===== config.mk =====
export PLATFORM = sky130hd
export DESIGN_NAME = pmbus_poll_scheduler
export DESIGN_NICKNAME = d
export VERILOG_FILES = /design/src/rtl/pmbus_poll_scheduler.sv
export SDC_FILE = /design/constraint.sdc
export NUM_CORES = 1
export LEC_CHECK = 0
export ABC_AREA = 1
export ABC_CLOCK_PERIOD_IN_PS = 9100
export BUFFER_PORTS_ARGS = -buffer_cell sky130_fd_sc_hd__buf_4
export CAP_MARGIN = 30
export CORE_MARGIN = 2
export CORE_UTILIZATION = 55
export CTS_BUF_LIST = sky130_fd_sc_hd__clkbuf_16
export DETAILED_ROUTE_END_ITERATION = 10
export PLACE_DENSITY = 0.85
export SETUP_SLACK_MARGIN = 0.15
export SLEW_MARGIN = 20
export SYNTH_ARGS = -nofsm -noshare
export SYNTH_HDL_FRONTEND = slang
export SYNTH_SLANG_ARGS = --single-unit

===== constraint.sdc =====
create_clock -name clk -period 9.1 [get_ports clk]
set_input_delay 1.365 -clock clk [delete_from_list [all_inputs] [get_ports clk]]
set_output_delay 1.365 -clock clk [all_outputs]
set_load 0.05 [all_outputs]

===== src/rtl/pmbus_poll_scheduler.sv =====
// pmbus_poll_scheduler: shares one PMBus word-read engine between a periodic
// rail-table sweep and a single host requester, and streams sweep results out
// as telemetry writes.
//
// Handshake semantics (all valid/ready pairs): a transfer happens in a cycle
// where valid and ready are both 1. A source raises valid and holds it, together
// with its payload, until that cycle. host_req_ready and txn_valid never wait on
// the other side's ready/valid within the same cycle in a way that could loop.
module pmbus_poll_scheduler #(
  parameter int                     NUM_RAILS      = 4,
  parameter logic [NUM_RAILS*7-1:0] RAIL_ADDR      = {4{7'h34}},
  parameter logic [NUM_RAILS*8-1:0] RAIL_CODE      = {4{8'h8B}},
  parameter int                     PERIOD_CYCLES  = 1_000_000,
  parameter int                     TIMEOUT_CYCLES = 100_000
) (
  input  logic        clk,
  input  logic        rst,
  input  logic        enable,
  input  logic        host_req_valid,
  output logic        host_req_ready,
  input  logic [6:0]  host_req_addr,
  input  logic [7:0]  host_req_code,
  output logic        host_rsp_valid,
  output logic [15:0] host_rsp_data,
  output logic        host_rsp_err,
  output logic        txn_valid,
  input  logic        txn_ready,
  output logic [6:0]  txn_addr,
  output logic [7:0]  txn_code,
  input  logic        txn_done,
  input  logic [15:0] txn_data,
  input  logic        txn_nack,
  output logic        txn_abort,
  output logic        tlm_valid,
  output logic [3:0]  tlm_idx,
  output logic [15:0] tlm_data,
  output logic        tlm_err,
  output logic        overrun,
  input  logic        overrun_clr,
  output logic        busy
);

  localparam int         PW       = $clog2(PERIOD_CYCLES);
  localparam int         TW       = (TIMEOUT_CYCLES > 1) ? $clog2(TIMEOUT_CYCLES) : 1;
  localparam logic [3:0] LAST_IDX = 4'(NUM_RAILS - 1);

  typedef enum logic [1:0] {S_IDLE, S_ISSUE, S_WAIT} state_t;

  state_t          state_q, state_d;
  logic [PW-1:0]   period_cnt;
  logic [TW-1:0]   tmo_cnt;
  logic            tick;
  logic            sweep_act;   // sweep pending or in progress
  logic [3:0]      idx;
  logic            last_host;   // 1 = most recent grant went to the host
  logic            cur_host;    // source of the transaction in flight
  logic            grant_host, grant_sweep;
  logic            fin, fin_err;
  logic [15:0]     fin_data;

  // Unpack the flat rail tables into 16-entry arrays indexed by idx.
  logic [6:0] rail_addr [16];
  logic [7:0] rail_code [16];
  for (genvar gi = 0; gi < 16; gi++) begin : g_rail
    if (gi < NUM_RAILS) begin : g_used
      assign rail_addr[gi] = RAIL_ADDR[gi*7 +: 7];
      assign rail_code[gi] = RAIL_CODE[gi*8 +: 8];
    end else begin : g_unused
      assign rail_addr[gi] = '0;
      assign rail_code[gi] = '0;
    end
  end

  assign tick = enable && (period_cnt == PW'(PERIOD_CYCLES - 1));
  assign busy = (state_q != S_IDLE);

  // FSM state register.
  always_ff @(posedge clk or posedge rst) begin
    if (rst) state_q <= S_IDLE;
    else     state_q <= state_d;
  end

  // Next state, arbitration, handshake strobes and transaction completion.
  always_comb begin
    state_d        = state_q;
    grant_host     = 1'b0;
    grant_sweep    = 1'b0;
    host_req_ready = 1'b0;
    txn_valid      = 1'b0;
    txn_abort      = 1'b0;
    fin            = 1'b0;
    fin_err        = 1'b0;
    fin_data       = '0;
    case (state_q)
      S_IDLE: begin
        // With both sources waiting, serve whichever was not served last.
        if (host_req_valid && (!sweep_act || !last_host)) grant_host = 1'b1;
        else if (sweep_act)                                grant_sweep = 1'b1;
        host_req_ready = grant_host && !rst;
        if (grant_host || grant_sweep) state_d = S_ISSUE;
      end
      S_ISSUE: begin
        txn_valid = 1'b1;
        if (txn_ready) state_d = S_WAIT;
      end
      S_WAIT: begin
        // A completion in the last allowed cycle still counts as a completion.
        if (txn_done) begin
          fin      = 1'b1;
          fin_err  = txn_nack;
          fin_data = txn_nack ? 16'h0 : txn_data;
          state_d  = S_IDLE;
        end else if (tmo_cnt == TW'(TIMEOUT_CYCLES - 1)) begin
          txn_abort = 1'b1;
          fin       = 1'b1;
          fin_err   = 1'b1;
          state_d   = S_IDLE;
        end
      end
      default: state_d = S_IDLE;
    endcase
  end

  // Period timer, sweep bookkeeping, latched transaction and result registers.
  always_ff @(posedge clk or posedge rst) begin
    if (rst) begin
      period_cnt     <= '0;
      tmo_cnt        <= '0;
      sweep_act      <= 1'b0;
      idx            <= '0;
      last_host      <= 1'b0;
      cur_host       <= 1'b0;
      overrun        <= 1'b0;
      txn_addr       <= '0;
      txn_code       <= '0;
      host_rsp_valid <= 1'b0;
      host_rsp_data  <= '0;
      host_rsp_err   <= 1'b0;
      tlm_valid      <= 1'b0;
      tlm_idx        <= '0;
      tlm_data       <= '0;
      tlm_err        <= 1'b0;
    end else begin
      host_rsp_valid <= 1'b0;
      tlm_valid      <= 1'b0;

      if (!enable || tick) period_cnt <= '0;
      else                 period_cnt <= period_cnt + PW'(1);

      // A tick that lands on a live sweep is dropped and flagged; set beats clear.
      if (tick && sweep_act) overrun <= 1'b1;
      else if (overrun_clr)  overrun <= 1'b0;

      if (grant_host) begin
        cur_host  <= 1'b1;
        last_host <= 1'b1;
        txn_addr  <= host_req_addr;
        txn_code  <= host_req_code;
      end else if (grant_sweep) begin
        cur_host  <= 1'b0;
        last_host <= 1'b0;
        txn_addr  <= rail_addr[idx];
        txn_code  <= rail_code[idx];
      end

      if (state_q == S_ISSUE && txn_ready) tmo_cnt <= '0;
      else if (state_q == S_WAIT)          tmo_cnt <= tmo_cnt + TW'(1);

      if (fin) begin
        if (cur_host) begin
          host_rsp_valid <= 1'b1;
          host_rsp_data  <= fin_data;
          host_rsp_err   <= fin_err;
        end else begin
          tlm_valid <= 1'b1;
          tlm_idx   <= idx;
          tlm_data  <= fin_data;
          tlm_err   <= fin_err;
          if (idx == LAST_IDX) begin
            idx       <= '0;
            sweep_act <= 1'b0;
          end else begin
            idx <= idx + 4'd1;
          end
        end
      end

      if (tick && !sweep_act) begin
        sweep_act <= 1'b1;
        idx       <= '0;
      end
    end
  end

endmodule


# == Word-level counts from Yosys, hierarchy flattened ==
# Memory sizes are Yosys's and may differ from the RTL's.
# Index checks and enable logic that the tools add are counted.
# classes
n_addsub,3
order_cmp,1
bitwise,2
n_eq_ne,9
n_reduce_logical,25
muxes,51
# ops
op,count
$mux 16,3
$mux 17,2
$mux 8,4
$mux 1,28
$mux 7,4
$add 20x1->20 const B,1
$eq 20x20->1 const B,1
$mux 20,1
$add 17x1->17 const B,1
$eq 17x17->1 const B,1
$mux 4,4
$reduce_bool 2->1,6
$mux 2,4
$logic_and 1x1->1,6
$pmux 2 s3,1
$reduce_and 2->1,3
$reduce_and 3->1,2
$ge 5x5->1 const B,1
$not 4->5,1
$add 4x1->4 const B,1
$eq 4x2->1 const B,1
$logic_not 1->1,4
$ne 2x2->1 const B,2
$logic_or 1x1->1,3
other kinds (6),6
# word_totals
n_memories,2
wordCells,109
in_bits,39
output_inout_bits,60
rom_bits,240
register_bits,101
# mem_list
name,words,word_bits,read_ports,rd_clocked_by_memory_dff,write_ports,line,text
(no name shown),16,8,1,0,0,163,txn_code <= rail_code[idx];
(no name shown),16,7,1,0,0,162,txn_addr <= rail_addr[idx];

# == Logic depth before layout (Yosys ltp) ==
# logic_depth
depth_word,8
ltp_mapped,11
ltp_nobuf,10

# == Worst setup path after synthesis ==
# No wires, ideal clock.
# synth_path
kind,input -> output
startpoint,input port txn_done
endpoint,output port txn_abort
t_required_ns,7.735
setup_slack_ns,5.273
path_buffers,0
stages,1
t_arrival_ns,2.462
path_cell_list,nor3_1
# synth_via
elab_chain_len,2
# synth_rtl
element,line,text
from (decl),30,"input logic txn_done,"
$mux 1,108,if (txn_done) begin
$mux 1,94,case (state_q)
to (decl),33,"output logic txn_abort,"
# Every way passes these cells.

# == Worst setup path in the final report ==
# layout_path
startpoint,input port host_req_valid
endpoint,output port host_req_ready
# layout_via
elab_chain_len,5
# layout_rtl
element,line,text
from (decl),19,"input logic host_req_valid,"
$logic_and 1x1->1,97,if (host_req_valid && (!sweep_act || !last_host)) grant_host = 1'b1;
$mux 1,97,
$mux 1,94,
$logic_and 1x1->1,99,host_req_ready = grant_host && !rst;
$mux 1,94,
to (decl),20,"output logic host_req_ready,"
# Every way passes these cells. The select of a mux whose other input is x is not followed.

==> flow_summary.ini <==
[status]
status = finished, final reports clean

[clock_network]
path_clk_slew_ps = 80
cts.sinks = 101
cts_hold_buf = 0
htreeDepth = 3
cts_root_buffer = clkbuf_16
cts_tree = yes
post_cts_buffers = 0
cts_buffers = 9
ctsResizeCount = 0
clockBufferDepth = 2
insertion_delay_ps = 350

[worst_setup_path]
crit_arrival_ps = 2530
start_kind = input port
cp_common_cell = buf_4
ff2ff_path_depth = 8
worstReg2RegStart = period_cnt[0]
crit_family = simple AND/OR/NAND/NOR gates
critPathBufInv = 3
end_kind = output pin
cp_data_required_time_ps = 7740
path_class = in -> out
cpPeakStageDelay_ps = 470
path_max_fanout = 16
ff2ff_setup_slack_ps = 6760
reg2reg_to = period_cnt[8]
path_cells = buf_4 -> o21ai_1 -> nor2_2 -> inv_1 -> nor2_1 -> buf_4
cpMaxStageDelayCell = nor2_2

[floorplan]
pin_count = 99
start_util = 0.573
fp-row-count = 33
dieArea_um2 = 9360
coreArea_um2 = 8260
die_y_um = 96.7
dieWidth_um = 96.7

[final_layout]
diodes = 0
final_layout_size_suffix_gt1_frac = 0.229
fin_area_um2 = 5870
fin_cells = 763
area_growth_pct = 24.1
final_common_cell = nand2_1
fill_cells = 597
layout_common_cells = nand2_1, dfrtp_1, buf_4
nets = 695

[logic_synthesis]
yosysSeqAreaShare = 0.534
syn_nets = 596
avgSynthCellArea_um2 = 8.54
synthDistinctLibCells = 38
syn-cell-area_um2 = 4730
synthesis.instances = 554
yosys_warnings = 0
ys_ff_latch = 101

[timing]
period_minus_slack_ps = 3900
timing.hold.ws_ps = 468
setup_ws_ps = 5200
max_slew_margin = 0.445
clock_skew_ps = 10.8
max_freq_mhz = 256
period_share = 0.428
tightest_slew_ps = 831
finalMaxSlewViolations = 0
rsz0062_at_grt = false
setup_viol = 0
setup_tns_ps = 0
hold_violations = 0

[placement]
io_buffers = 98
hpwl_mm = 8.13
dpl-instance-area_um2 = 5570
place_congestion = 0.898
dp.cells = 747
preCtsSetupSlack_ps = 5180

[global_routing]
overflow = 0
grt_usage = 0.254
grt_pass1_vias = 4262
grt_antenna_before_repair = 0
grt_start_max_net_pins = 51
grt_pass1_wl_mm = 19.7

[routing]
drc = 0
dr.pass1.iters = 6
num_vias = 4272
via_per_inst = 5.60
drt-total-wl_mm = 11.5
wl_per_cell_um = 15.1
drtIter0Drc = 221
ant_nets = 0

[worst_hold_path]
min_from = period_cnt[0]
hold_class = reg -> reg
holdPathEnd = period_cnt[0]
whs_path_depth = 1

[power]
ir_drop_mv = 0.208
p_leak_nw = 2.90
power_density_nw_per_um2 = 319

[run]
drv_cap = 0
==> worst max path at each step <==
| stage | from | end | slack, ps | cells after the start |
|---|---|---|---|---|
| floorplan | rst | cur_host | 5090 | 1 |
| global placement | host_req_valid | host_req_ready | 5280 | 6 |
| detailed placement | host_req_valid | host_req_ready | 5180 | 6 |
| CTS | host_req_valid | host_req_ready | 5190 | 6 |
| global route | host_req_valid | host_req_ready | 5050 | 6 |
| finish | host_req_valid | host_req_ready | 5200 | 6 |
==> per-stage QoR <==
| step | util | power, W |
|---|---|---|
| 2_1_floorplan | - | 0.00123 |
| 3_3_place_gp | 0.668 | 0.00146 |
| 3_5_place_dp | 0.675 | 0.00149 |
| 4_1_cts | 0.711 | 0.00188 |
| 5_1_grt | 0.711 | 0.00196 |
| 6_report | 0.711 | 0.00187 |
==> routing by layer <==
metal	GRT usage	vias up	part of all wire
met3	0.0491	33	0.057
li1	-	2010	-
met1	0.322	2058	0.41
met2	0.426	171	0.50
met5	0	-	0
met4	0.109	0	0.036
==> registers in the layout (all words and copies together) (netlist names) <==
register and cells:
overrun 1, tmo_cnt 17, state_q 2, host_rsp_valid 1
tlm_data 16, txn_addr 7, host_rsp_data 16, tlm_err 1
idx 4, cur_host 1, tlm_valid 1, tlm_idx 4
period_cnt 20, txn_code 8, sweep_act 1, host_rsp_err 1
==> final cells by class <==
class | instances | area, um2 | area share
flip-flops and latches | 101 | 2530 | 0.430
multi-input cells | 373 | 1860 | 0.317
well taps | 105 | 131 | 0.0224
repair buffers | 101 | 798 | 0.136
clock buffers | 9 | 225 | 0.0384
clock inverters | 7 | 73.8 | 0.0126
inverters | 67 | 254 | 0.0433
==> where the power goes <==
group / total (W) / switching [W] / internal (W) / leakage (nW)
Sequential: 0.000654 / 0.0000834 / 0.000571 / 1.34
Combinational: 0.000834 / 0.000595 / 0.000239 / 1.41
Clock: 0.000382 / 0.000187 / 0.000195 / 0.148
==> cell usage after synthesis <==
cell	count	area (um2)
nand3_2	3	30.0
xor2_1	7	61.3
clkinv_1	2	7.51
nor2_2	6	37.5
o21ai_2	10	87.6
nand2_2	5	31.3
and2_1	1	6.26
nand3_1	26	130
a22o_1	8	70.1
buf_4	1	7.51
inv_2	4	15.0
or2_2	1	6.26
buf_6	4	45.0
and3_1	1	6.26
buf_2	6	30.0
o211a_1	1	10.0
nand4_1	13	81.3
o22ai_1	6	37.5
o21ai_1	14	70.1
ha_1	3	37.5
a31oi_1	3	18.8
nand3_4	1	17.5
a32o_1	1	10.0
nand2_4	1	11.3
nor4_1	1	6.26
nand2_1	129	484
nand3b_1	1	7.51
clkbuf_1	2	7.51
a31oi_2	1	12.5
dfrtp_1	101	2530
inv_1	61	229
a21oi_1	15	75.1
xnor2_1	1	8.76
nor3_2	1	10.0
o31ai_1	3	22.5
nor2_1	61	229
nor3_1	12	60.1
o21ai_0	37	185
==> kinds of logic after synthesis <==
group	after synthesis	share of synthesized area
flops	101	0.534
xor+xnor	8	0.0148
fa+ha+maj	3	0.00794
buf+inv	80	0.0722
simple gates	263	0.244
compound gates	99	0.127
(Power assumes the default switching activity.)
